--- src/rtl/max7219_frame_ctrl.sv ---
// ============================================================================
// max7219_frame_ctrl
//   Word sequencer for a MAX7219 SPI serializer: init, frame refresh, intensity.
//   Revision 1.0
// ============================================================================
`default_nettype none

module max7219_frame_ctrl #(
  parameter logic [3:0]  INIT_INTENSITY = 4'h8,
  parameter logic [2:0]  SCAN_LIMIT     = 3'd7,
  parameter logic [15:0] REFRESH_DIV    = 16'd50000,
  parameter logic [7:0]  PWRUP_WAIT     = 8'd100,
  parameter logic [7:0]  ACK_TIMEOUT    = 8'd64
) (
  input  logic        clk_spi,
  input  logic        _rst,
  input  logic [63:0] fb,
  input  logic        frame_wr,
  input  logic [3:0]  cfg_intensity,
  input  logic        cfg_wr,
  input  logic        busy,
  output logic        str,
  output logic [7:0]  IRreg,
  output logic [7:0]  data,
  output logic        init_done,
  output logic        frame_done,
  output logic        err_timeout
);

  typedef enum logic [2:0] {
    S_PWRUP     = 3'd0,
    S_INIT      = 3'd1,
    S_IDLE      = 3'd2,
    S_SNAP      = 3'd3,
    S_ISSUE     = 3'd4,
    S_WAIT_ACK  = 3'd5,
    S_WAIT_DONE = 3'd6,
    S_NEXT      = 3'd7
  } state_t;

  typedef enum logic [1:0] {
    K_INIT = 2'd0,
    K_ROW  = 2'd1,
    K_INT  = 2'd2
  } kind_t;

  state_t      r_state;
  kind_t       r_kind;
  logic [2:0]  r_init_idx;
  logic [2:0]  r_row;
  logic [63:0] r_snap;
  logic [7:0]  r_pwr_cnt;
  logic [7:0]  r_ack_cnt;
  logic [15:0] r_timer;
  logic        r_int_pend;
  logic [3:0]  r_int_val;
  logic        r_frame_pend;
  logic        r_in_frame;

  logic [7:0]  w_addr;
  logic [7:0]  w_data;
  logic        w_timer_hit;
  logic        w_pwr_done;
  logic        w_ack_expired;

  always_comb begin
    w_addr = 8'h00;
    w_data = 8'h00;
    case (r_kind)
      K_INIT: begin
        case (r_init_idx)
          3'd0:    begin w_addr = 8'h0F; w_data = 8'h00; end
          3'd1:    begin w_addr = 8'h09; w_data = 8'h00; end
          3'd2:    begin w_addr = 8'h0B; w_data = {5'b0, SCAN_LIMIT}; end
          3'd3:    begin w_addr = 8'h0A; w_data = {4'b0, INIT_INTENSITY}; end
          default: begin w_addr = 8'h0C; w_data = 8'h01; end
        endcase
      end
      K_ROW: begin
        w_addr = {5'b0, r_row} + 8'd1;
        w_data = r_snap[{r_row, 3'b000} +: 8];
      end
      K_INT: begin
        w_addr = 8'h0A;
        w_data = {4'b0, r_int_val};
      end
      default: begin
        w_addr = 8'h00;
        w_data = 8'h00;
      end
    endcase
  end

  // Timer saturates at its terminal count so an expiry missed while busy is
  // still honoured once the sequencer returns to idle.
  assign w_timer_hit   = (REFRESH_DIV != 16'd0) && (r_timer >= REFRESH_DIV - 16'd1);
  assign w_pwr_done    = ({1'b0, r_pwr_cnt} + 9'd1) >= {1'b0, PWRUP_WAIT};
  assign w_ack_expired = ({1'b0, r_ack_cnt} + 9'd1) >= {1'b0, ACK_TIMEOUT};

  always_ff @(posedge clk_spi or negedge _rst) begin
    if (!_rst) begin
      r_state      <= S_PWRUP;
      r_kind       <= K_INIT;
      r_init_idx   <= 3'd0;
      r_row        <= 3'd0;
      r_snap       <= 64'd0;
      r_pwr_cnt    <= 8'd0;
      r_ack_cnt    <= 8'd0;
      r_timer      <= 16'd0;
      r_int_pend   <= 1'b0;
      r_int_val    <= 4'd0;
      r_frame_pend <= 1'b0;
      r_in_frame   <= 1'b0;
      str          <= 1'b0;
      IRreg        <= 8'h00;
      data         <= 8'h00;
      init_done    <= 1'b0;
      frame_done   <= 1'b0;
      err_timeout  <= 1'b0;
    end else begin
      frame_done <= 1'b0;
      if (!w_timer_hit) r_timer <= r_timer + 16'd1;

      case (r_state)
        S_PWRUP: begin
          if (w_pwr_done) begin
            r_state    <= S_INIT;
            r_init_idx <= 3'd0;
          end else begin
            r_pwr_cnt <= r_pwr_cnt + 8'd1;
          end
        end
        S_INIT: begin
          r_kind  <= K_INIT;
          r_state <= S_ISSUE;
        end
        S_IDLE: begin
          if (r_int_pend) begin
            r_kind  <= K_INT;
            r_state <= S_ISSUE;
          end else if (r_frame_pend || w_timer_hit) begin
            r_state <= S_SNAP;
          end
        end
        S_SNAP: begin
          r_snap       <= fb;
          r_row        <= 3'd0;
          r_frame_pend <= 1'b0;
          r_timer      <= 16'd0;
          r_kind       <= K_ROW;
          r_in_frame   <= 1'b1;
          r_state      <= S_ISSUE;
        end
        S_ISSUE: begin
          IRreg     <= w_addr;
          data      <= w_data;
          str       <= 1'b1;
          r_ack_cnt <= 8'd0;
          if (r_kind == K_INT) r_int_pend <= 1'b0;
          r_state   <= S_WAIT_ACK;
        end
        S_WAIT_ACK: begin
          if (busy) begin
            str     <= 1'b0;
            r_state <= S_WAIT_DONE;
          end else if (w_ack_expired) begin
            // Drop str for one cycle, then ISSUE re-presents the same word.
            err_timeout <= 1'b1;
            str         <= 1'b0;
            r_state     <= S_ISSUE;
          end else begin
            r_ack_cnt <= r_ack_cnt + 8'd1;
          end
        end
        S_WAIT_DONE: begin
          if (!busy) begin
            r_state <= S_NEXT;
            if (r_kind == K_INIT && r_init_idx == 3'd4) init_done <= 1'b1;
            if (r_kind == K_ROW && r_row == 3'd7) frame_done <= 1'b1;
          end
        end
        S_NEXT: begin
          case (r_kind)
            K_INIT: begin
              if (r_init_idx == 3'd4) begin
                r_state <= S_SNAP;
              end else begin
                r_init_idx <= r_init_idx + 3'd1;
                r_state    <= S_ISSUE;
              end
            end
            K_INT: begin
              if (r_in_frame) begin
                r_kind  <= K_ROW;
                r_row   <= r_row + 3'd1;
                r_state <= S_ISSUE;
              end else begin
                r_state <= S_IDLE;
              end
            end
            default: begin
              if (r_row == 3'd7) begin
                r_in_frame <= 1'b0;
                r_state    <= S_IDLE;
              end else if (r_int_pend) begin
                r_kind  <= K_INT;
                r_state <= S_ISSUE;
              end else begin
                r_row   <= r_row + 3'd1;
                r_state <= S_ISSUE;
              end
            end
          endcase
        end
        default: r_state <= S_PWRUP;
      endcase

      // Request capture comes last so a new pulse beats a same-cycle clear.
      if (frame_wr) r_frame_pend <= 1'b1;
      if (cfg_wr) begin
        r_int_pend <= 1'b1;
        r_int_val  <= cfg_intensity;
      end
    end
  end

endmodule

`default_nettype wire

--- config.mk ---
export PLATFORM = sky130hd
export DESIGN_NAME = max7219_frame_ctrl
export DESIGN_NICKNAME = d
export VERILOG_FILES = /design/src/rtl/max7219_frame_ctrl.sv
export SDC_FILE = /design/constraint.sdc
export NUM_CORES = 1
export LEC_CHECK = 0
export CAP_MARGIN = 20
export CORE_MARGIN = 2
export CORE_UTILIZATION = 32
export DETAILED_ROUTE_END_ITERATION = 8
export PLACE_DENSITY = 0.49
export SLEW_MARGIN = 5
export SYNTH_ARGS = -nofsm -noshare
export SYNTH_HDL_FRONTEND = slang
export SYNTH_SLANG_ARGS = --single-unit
--- constraint.sdc ---
create_clock -name clk_spi -period 4.13 [get_ports clk_spi]
set_input_delay 0.413 -clock clk_spi [delete_from_list [all_inputs] [get_ports clk_spi]]
set_output_delay 0.413 -clock clk_spi [all_outputs]
set_load 0.02 [all_outputs]
==> results of run 1 <==
-- final timing paths --
path / from / endpoint / slack [ns] / depth (start not counted)
setup reg to reg: r_state[0] / r_snap[13] / 1.93 / 5
hold / removal: _rst / r_ack_cnt[0] / 0.15 / 1
hold reg to reg: IRreg[1] / IRreg[1] / 0.46 / 2
max in group asynchronous: _rst / r_snap[27] / 3.13 / 2
min in group clk_spi: IRreg[1] / IRreg[1] / 0.46 / 2
setup / recovery: r_state[0] / r_snap[13] / 1.93 / 5
-- layer usage --
metal / routed length (um) / GRT usage (%) / up-vias
li1: - / - / 2471
met1: 7270 / 21.0 / 2433
met2: 7370 / 24.5 / 118
met3: 629 / 3.57 / 14
met4: 267 / 5.74 / 0
met5: 0 / 0 / -
-- stage by stage --
stage | setup WS [ns] | utilization, % | std cells | hold slack, ns | instance area (um2)
final | 1.93 | 41.5 | 1033 | 0.149 | 8140
after global routing | 1.74 | 41.5 | 1033 | 0.227 | 8140
after CTS | 1.94 | 41.5 | 1033 | 0.187 | 8140
after detailed placement | 1.87 | 38.5 | 1001 | 0.458 | 7540
after global placement | 1.90 | 38.5 | 1001 | 0.454 | 7540
after floorplan | 2.09 | - | 679 | 0.117 | 6430
-- power by group through the flow --
stage,clock network (mW),logic (mW),registers (mW)
detailed placement,0,0.112,1.30
finish,1.51,0.109,1.28
global placement,0,0.113,1.30
global route,1.61,0.120,1.28
floorplan,0,0.0113,1.30
CTS,1.54,0.113,1.28
-- state kept, by name, summed over array words and instances (netlist names) --
| name | count |
|---|---|
| IRreg | 4 |
| data | 8 |
| err_timeout | 1 |
| frame_done | 1 |
| init_done | 1 |
| r_ack_cnt | 8 |
| r_frame_pend | 1 |
| r_in_frame | 1 |
| r_init_idx | 3 |
| r_int_pend | 1 |
| r_int_val | 4 |
| r_kind | 2 |
| r_pwr_cnt | 8 |
| r_row | 3 |
| r_snap | 64 |
| r_state | 3 |
| r_timer | 16 |
| str | 1 |
-- cell type report --
| cell class | count | area share [%] |
|---|---|---|
| Sequential cell | 130 | 40.0 |
| Multi-Input combinational cell | 495 | 36.3 |
| Timing Repair Buffer | 95 | 11.6 |
| Clock buffer | 18 | 5.40 |
| Tap cell | 265 | 4.07 |
| Clock inverter | 14 | 1.92 |
| Inverter | 16 | 0.738 |
-- cells in the final DEF (no fill, tap or decap), types with 3 or more instances in the layout --
master / count
o211ai_1: 5
nand2b_1: 3
o21ai_0: 6
clkdlybuf4s50_1: 87
xor2_1: 8
clkinvlp_4: 4
clkbuf_16: 17
inv_2: 3
a211oi_1: 7
nand2_1: 233
clkinv_4: 4
nor3_1: 6
o21ai_1: 14
inv_6: 3
nand4_1: 6
nand3_1: 17
or4_1: 8
mux4_2: 16
or3_1: 5
o31ai_1: 10
a21o_1: 3
conb_1: 4
a211o_1: 3
nor2_1: 28
a22oi_1: 3
ha_1: 10
o21a_1: 6
inv_1: 13
o221ai_1: 3
mux2i_1: 12
buf_4: 7
mux2_2: 5
xnor2_1: 4
dfrtp_1: 130
and3_1: 4
a21oi_1: 27
-- cell families after synthesis --
| logic type | share of synthesized area, % |
|---|---|
| AOI/OAI and AO/OA | 11.1 |
| xor gates and xnor gates | 1.64 |
| adders and majority gates | 1.95 |
| buffers and inverters | 3.59 |
| DFF | 50.7 |
| muxes | 8.60 |
| other | 0.0585 |
| and+or+nand+nor | 22.4 |
==> flow_summary.ini, run 1 <==
[run_status]
run_status = finished clean

[critical_path]
crit_chain = nand2_1 > nor2_4 > buf_4 > nand2_1 > nand2_1
required_ns = 4.49
start_kind = flop
path_common_cell = nand2_1
worstSetupEndpointType = flop
worst-path-max-fanout = 34
path_buf_inv = 1
cp.arrival_ns = 2.55
critPathSlowestCell = dfrtp_1
max_stage_delay_ns = 0.74
crit_type = flop to flop
crit_family = simple AND/OR/NAND/NOR gates

[die]
fp.dieW_um = 146
ios = 93
die_height_um = 146
die-area_um2 = 21200
core_area_um2 = 19600
start_util_pct = 32.7
rows = 51

[cells_and_area]
seqCellArea_um2 = 3250
nets = 838
multiInputGateArea_um2 = 2960
drive_gt1_share_pct = 10.5
antenna_cells = 0
area_delta_synth_final_pct = 26.9
fillCellCount = 1962

[global_route]
grt_first_pass_wirelength_um = 26400
first_global_vias = 5198
grtUsageTotal_pct = 15.6
grt_remaining_overflow = 0
antenna_found_initial = 0
grt_max_degree = 74

[pwr]
switchingPower_mw = 0.641
power.internal_mw = 2.25
seqPwrFrac_pct = 44.2
finalPower_mw = 2.90
p_leak_nw = 3.37
power_density_nw_per_um2 = 356
switching_share_pct = 22.1
clkPwrFrac_pct = 52.0
irDropWorstVdd_v = 0.000253
combPwrFrac_pct = 3.8

[cts]
cts_setup_buffers = 0
cts_sinks = 130
cts_buffer_depth = 2
cts_root_buf = clkbuf_16
cts_buffers = 17
cts_hold_buf = 0
cts_tree = yes
ctsResizeCount = 0
clock_latency_ns = 0.42
clk_pin_slew_ns = 0.06
htreeDepth = 4

[logic_synthesis]
synth_seq_cells = 130
async_reset_ff_share_pct = 100
synth_edf_count = 0
synthTopCellsByCount = nand2_1 (233), dfrtp_1 (130), nor2_1 (29)
synth_cell_types = 65
synth_area_um2 = 6410
ys_seq_area_share_pct = 50.7
yosys.area.top_type = dfrtp_1
ys_warn_count = 0
yosys_most_used_dff = dfrtp_1
netlist_instances = 676
yosys-top-cells-area = dfrtp_1 (51%), nand2_1 (14%), mux4_2 (5.6%), a21oi_1 (2.1%), ha_1 (2.0%)
synth.most_common_cell = nand2_1
synth_top_area_share_pct = 50.7
syn_area_per_cell_um2 = 9.49

[timing]
setup_tns_ns = 0
fmax_ghz = 0.455
slew_headroom_pct = 36.3
rsz0062_at_grt = false
slew_viol_final = 0
tightest_slew_ns = 0.956
hold_violations = 0
clock_skew_ns = 0.00696
setup_violations = 0
period_needed_ns = 2.20
period_share_pct = 53.2

[placed_design]
dpl.hpwl_um = 10800
port_buffers = 88
gp_congestion = 0.785

[worst_hold_path]
hold_class = input port to async pin

[detailed_routing]
ant_nets = 0
drcViolationCount = 0
avgViaCountPerCell = 4.88
drt_iter0_drc = 349
first_pass_iters = 5
wl_um = 15500
wire_per_inst_um = 15.0
dr_total_vias = 5036

[run]
maxCapViolCount = 0
Power figures use the tool's default switching activity.
==> run 2, diff against run 1 <==
- clock period: 4.13 -> 2.1 ns (I/O delays scaled with it)
==> run 2 against run 1 <==
Effect of this change: clock power increased by 110%; largest cell class unchanged; critical endpoint is now r_pwr_cnt[1]; register-to-register slack lost 1.8 ns; flip-flop and latch count stayed put; clock-buffer cell count is the same; critical path type unchanged; non-clock buffer count increased by 17; combinational power increased by 110%.
==> flow_summary.ini, run 2 (synthesis gave the netlist of run 1 again) <==
[global_route]
grt_max_degree = 80
grt_remaining_overflow = 0
first_global_vias = 5216
antenna_found_initial = 0
grtUsageTotal_pct = 15.9
grt_first_pass_wirelength_um = 26900

[cts]
clock_latency_ns = 0.42
cts_root_buf = clkbuf_16
cts_setup_buffers = 0
htreeDepth = 4
cts_buffers = 17
cts_tree = yes
cts_buffer_depth = 2
clk_pin_slew_ns = 0.06
cts_sinks = 130

[timing]
tightest_slew_ns = 0.741
hold_violations = 0
slew_viol_final = 0
fmax_ghz = 0.498
period_share_pct = 95.6
setup_violations = 0
period_needed_ns = 2.01
layout_setup_ws_ns = 0.0914
clock_skew_ns = 0.00565
holdWs_ns = 0.315
slew_headroom_pct = 50.6

[die]
rows = 51
die_height_um = 146
die-area_um2 = 21200
core_area_um2 = 19600
ios = 93
fp.dieW_um = 146
start_util_pct = 32.7

[cells_and_area]
nets = 855
final_cells = 1050
fillCellCount = 1942
final_common_cell = nand2_1
layout_common_cells = nand2_1 (233), dfrtp_1 (129), clkdlybuf4s50_1 (87)
fin_area_um2 = 8410
area_delta_synth_final_pct = 31.1
regMostFlops = r_snap
antenna_cells = 0
drive_gt1_share_pct = 12.7
largest_reg_flops = 64
top_regs = r_snap x64, r_timer x16

[critical_path]
crit_type = flop to flop
max_stage_delay_ns = 0.54
cp.arrival_ns = 2.31
crit_chain = buf_4 > nand3_2 > or4_4 > a21oi_4 > a21oi_2 > mux2_4
r2r_end = r_pwr_cnt[1]
r2r_cells = 6
start_kind = flop
ff2ff_setup_slack_ns = 0.09
worstSetupEndpointType = flop
worst-path-max-fanout = 7
required_ns = 2.40
critPathSlowestCell = or4_4
crit-reg2reg-launch = r_pwr_cnt[0]

[detailed_routing]
wl_um = 16200
drcViolationCount = 0
ant_nets = 0
wire_per_inst_um = 15.4
drt_iter0_drc = 294
first_pass_iters = 5
dr_total_vias = 5086
avgViaCountPerCell = 4.84

[placed_design]
dp_cells = 1017
dpl.hpwl_um = 11300
gp_congestion = 0.809
pre_cts_ws_ns = 0.0496
port_buffers = 88
placed_area_um2 = 7750

[worst_hold_path]
worstHoldEndpoint = r_snap[58]
hold_depth = 3
hold_class = input port to flop
holdCritStartpoint = fb[58]

[run_status]
run_status = finished clean

[pwr]
p_leak_nw = 3.49
power_density_nw_per_um2 = 708
finalPower_mw = 5.95
irDropWorstVdd_v = 0.000466

[run]
maxCapViolCount = 0
## run 2: area by class of cell
type / count / area (um2) / area share (%)
multi-input cells: 495 / 2960 / 35.2
flip-flops and latches: 130 / 3250 / 38.7
clock buffers: 18 / 439 / 5.22
inverters: 16 / 60.1 / 0.714
repair buffers: 112 / 1160 / 13.8
well taps: 265 / 332 / 3.94
clock inverters: 14 / 201 / 2.40
## run 2: worst max-delay path by stage
stage | start | end | slack, ns | cells past startpoint
after floorplan | r_pwr_cnt[0] | r_pwr_cnt[1] | 0.06 | 5
after global placement | r_pwr_cnt[0] | r_pwr_cnt[1] | 0.09 | 5
after detailed placement | r_pwr_cnt[0] | r_pwr_cnt[1] | 0.05 | 5
after CTS | r_pwr_cnt[0] | r_pwr_cnt[6] | 0.03 | 7
after global routing | r_pwr_cnt[0] | r_pwr_cnt[6] | -0.04 | 7
final | r_pwr_cnt[0] | r_pwr_cnt[1] | 0.09 | 6
## run 2: power by group
part	total, mW	internal [mW]	leakage [nW]	switching [mW]
Sequential	2.52	2.51	1.43	0.00534
Clock	3.20	2.03	0.296	1.17
Combinational	0.233	0.141	1.76	0.0920
Total	5.95	4.69	3.49	1.26
## run 2: timing repair
item	4_1_cts	5_1_grt
endpoints found under the hold margin	43	0
setup endpoints to repair	0	4
resized for setup	0	3
hold buffers	1	0
## run 2: critical path, delay by kind of cell, from the launching register on
family                 cells  cell delay [ns]
buffers and inverters      1             0.14
AO/OA/AOI/OAI              2             0.40
AND/OR/NAND/NOR            2             0.68
multiplexers               1             0.32
flip-flops                 1             0.35
## run 2: through the flow
stage	setup TNS (ns)	utilization (%)
floorplan	0	-
global placement	0	39.6
detailed placement	0	39.6
CTS	0	42.9
global route	-0.0402	42.9
finish	0	42.9
## run 2: layer usage
layer	global-route usage (%)	share of wire [%]
met1	21.4	46
met2	25.6	48
met3	3.79	4.9
met4	4.61	1.0
met5	0	0
==> run 3, diff against run 2 <==
- CORE_UTILIZATION: 32 -> 55
- PLACE_DENSITY: 0.49 -> 0.78
- TNS_END_PERCENT: default -> 100
==> run 3 against run 2 <==
Effect of this change: core utilization grew 28 points; largest power group unchanged; setup slack worse by 0.011 ns; highest routed layer unchanged; first-iteration DRC count increased by 99%; critical path depth rose by 1; via count is 4.5% higher; register-to-register slack about the same.
==> flow_summary.ini, run 3 (synthesis gave the netlist of run 1 again) <==
[detailed_routing]
first_pass_iters = 5
ant_nets = 0
wl_um = 15100
avgViaCountPerCell = 5.75
dr_total_vias = 5317
drt_iter0_drc = 585
wire_per_inst_um = 16.3
drcViolationCount = 0

[cts]
cts_buffer_depth = 2
htreeDepth = 4
clk_pin_slew_ns = 0.06
cts_buffers = 17
cts_setup_buffers = 0
cts_tree = yes
cts_sinks = 130
cts_root_buf = clkbuf_16
clock_latency_ns = 0.42

[timing]
setup_violations = 0
tightest_slew_ns = 0.897
slew_viol_final = 0
clock_skew_ns = 0.00615
slew_headroom_pct = 40.2
fmax_ghz = 0.495
rsz0062_at_grt = false
hold_violations = 0
setup_tns_ns = 0
period_needed_ns = 2.02
period_share_pct = 96.2

[critical_path]
required_ns = 2.43
cp.arrival_ns = 2.35
crit_type = flop to flop
start_kind = flop
worst-path-max-fanout = 7
worstSetupEndpointType = flop

[die]
fp.dieW_um = 112
core_area_um2 = 11400
die_height_um = 112
rows = 39
ios = 93
die-area_um2 = 12500
start_util_pct = 56.2

[pwr]
p_leak_nw = 3.43
finalPower_mw = 5.43
irDropWorstVdd_v = 0.000707
power_density_nw_per_um2 = 671

[cells_and_area]
drive_gt1_share_pct = 12.3
largest_reg_flops = 64
final_common_cell = nand2_1
nets = 852
regMostFlops = r_snap
layout_common_cells = nand2_1 (233), dfrtp_1 (130), clkdlybuf4s50_1 (87)
area_delta_synth_final_pct = 26.3
antenna_cells = 0
top_regs = r_snap x64, r_timer x16

[worst_hold_path]
hold_class = input port to flop

[global_route]
grt_remaining_overflow = 0
antenna_found_initial = 0
first_global_vias = 5404
grt_first_pass_wirelength_um = 25700
grtUsageTotal_pct = 26.0
grt_max_degree = 131

[placed_design]
gp_congestion = 0.845
dpl.hpwl_um = 10300
port_buffers = 88

[run_status]
run_status = finished clean

[run]
maxCapViolCount = 0
[run 3: metrics by stage]
step           hold slack (ns)  area (um2)  utilization, %  worst slack [ns]  cells
6_report                 0.322        8100            71.0            0.0806    924
5_1_grt                  0.310        8100            71.0           0.00504    924
4_1_cts                  0.304        8090            70.9            0.0122    924
3_5_place_dp             0.380        7540            66.0           0.00808    892
3_3_place_gp             0.377        7540            66.0             0.117    892
2_1_floorplan          -0.0856        6430               -            0.0639    679
[run 3: path summary, 6_finish.rpt]
check	startpoint	to	slack [ns]	cells after the start
max	r_pwr_cnt[1]	r_pwr_cnt[5]	0.08	7
min	fb[57]	r_snap[57]	0.32	3
max in group asynchronous	_rst	r_timer[15]	1.12	3
min reg2reg	r_snap[56]	r_snap[56]	0.47	2
min in group asynchronous	_rst	r_pwr_cnt[4]	0.42	3
max reg2reg	r_pwr_cnt[1]	r_pwr_cnt[5]	0.08	7
[run 3: final cells by class]
type                            instances  area [um2]
Inverter                               16        60.1
Multi-Input combinational cell        495        2970
Timing Repair Buffer                  109        1100
Clock buffer                           17         425
Sequential cell                       130        3250
Fill cell                             834        3320
Tap cell                              143         179
Clock inverter                         14         118
[run 3: per-layer routing]
metal  routed length, um  up-vias  global-route usage, %
met1                6310     2565                   33.3
met2                7490      206                   42.4
met3                 906       31                   6.48
met5                   0        -                      0
li1                    -     2515                      -
met4                 366        0                   11.5
[run 3: worst max-delay path: stages (launching register included)]
cell	delay [ns]
dfrtp_1	0.36
ha_2	0.27
nand4_1	0.20
mux2i_2	0.30
a21oi_4	0.09
buf_4	0.16
a211oi_1	0.37
xor2_1	0.19
[run 3: timing repair]
item	in CTS	in global routing
gates resized for setup	0	3
hold buffers	1	0
hold endpoints to repair	130	0
setup endpoints to repair	0	7
[run 3: power breakdown]
group	internal (mW)	leakage (nW)	switching (mW)	total (mW)
clock	1.61	0.264	1.09	2.70
sequential	2.51	1.43	0.00458	2.52
combinational	0.129	1.73	0.0807	0.210
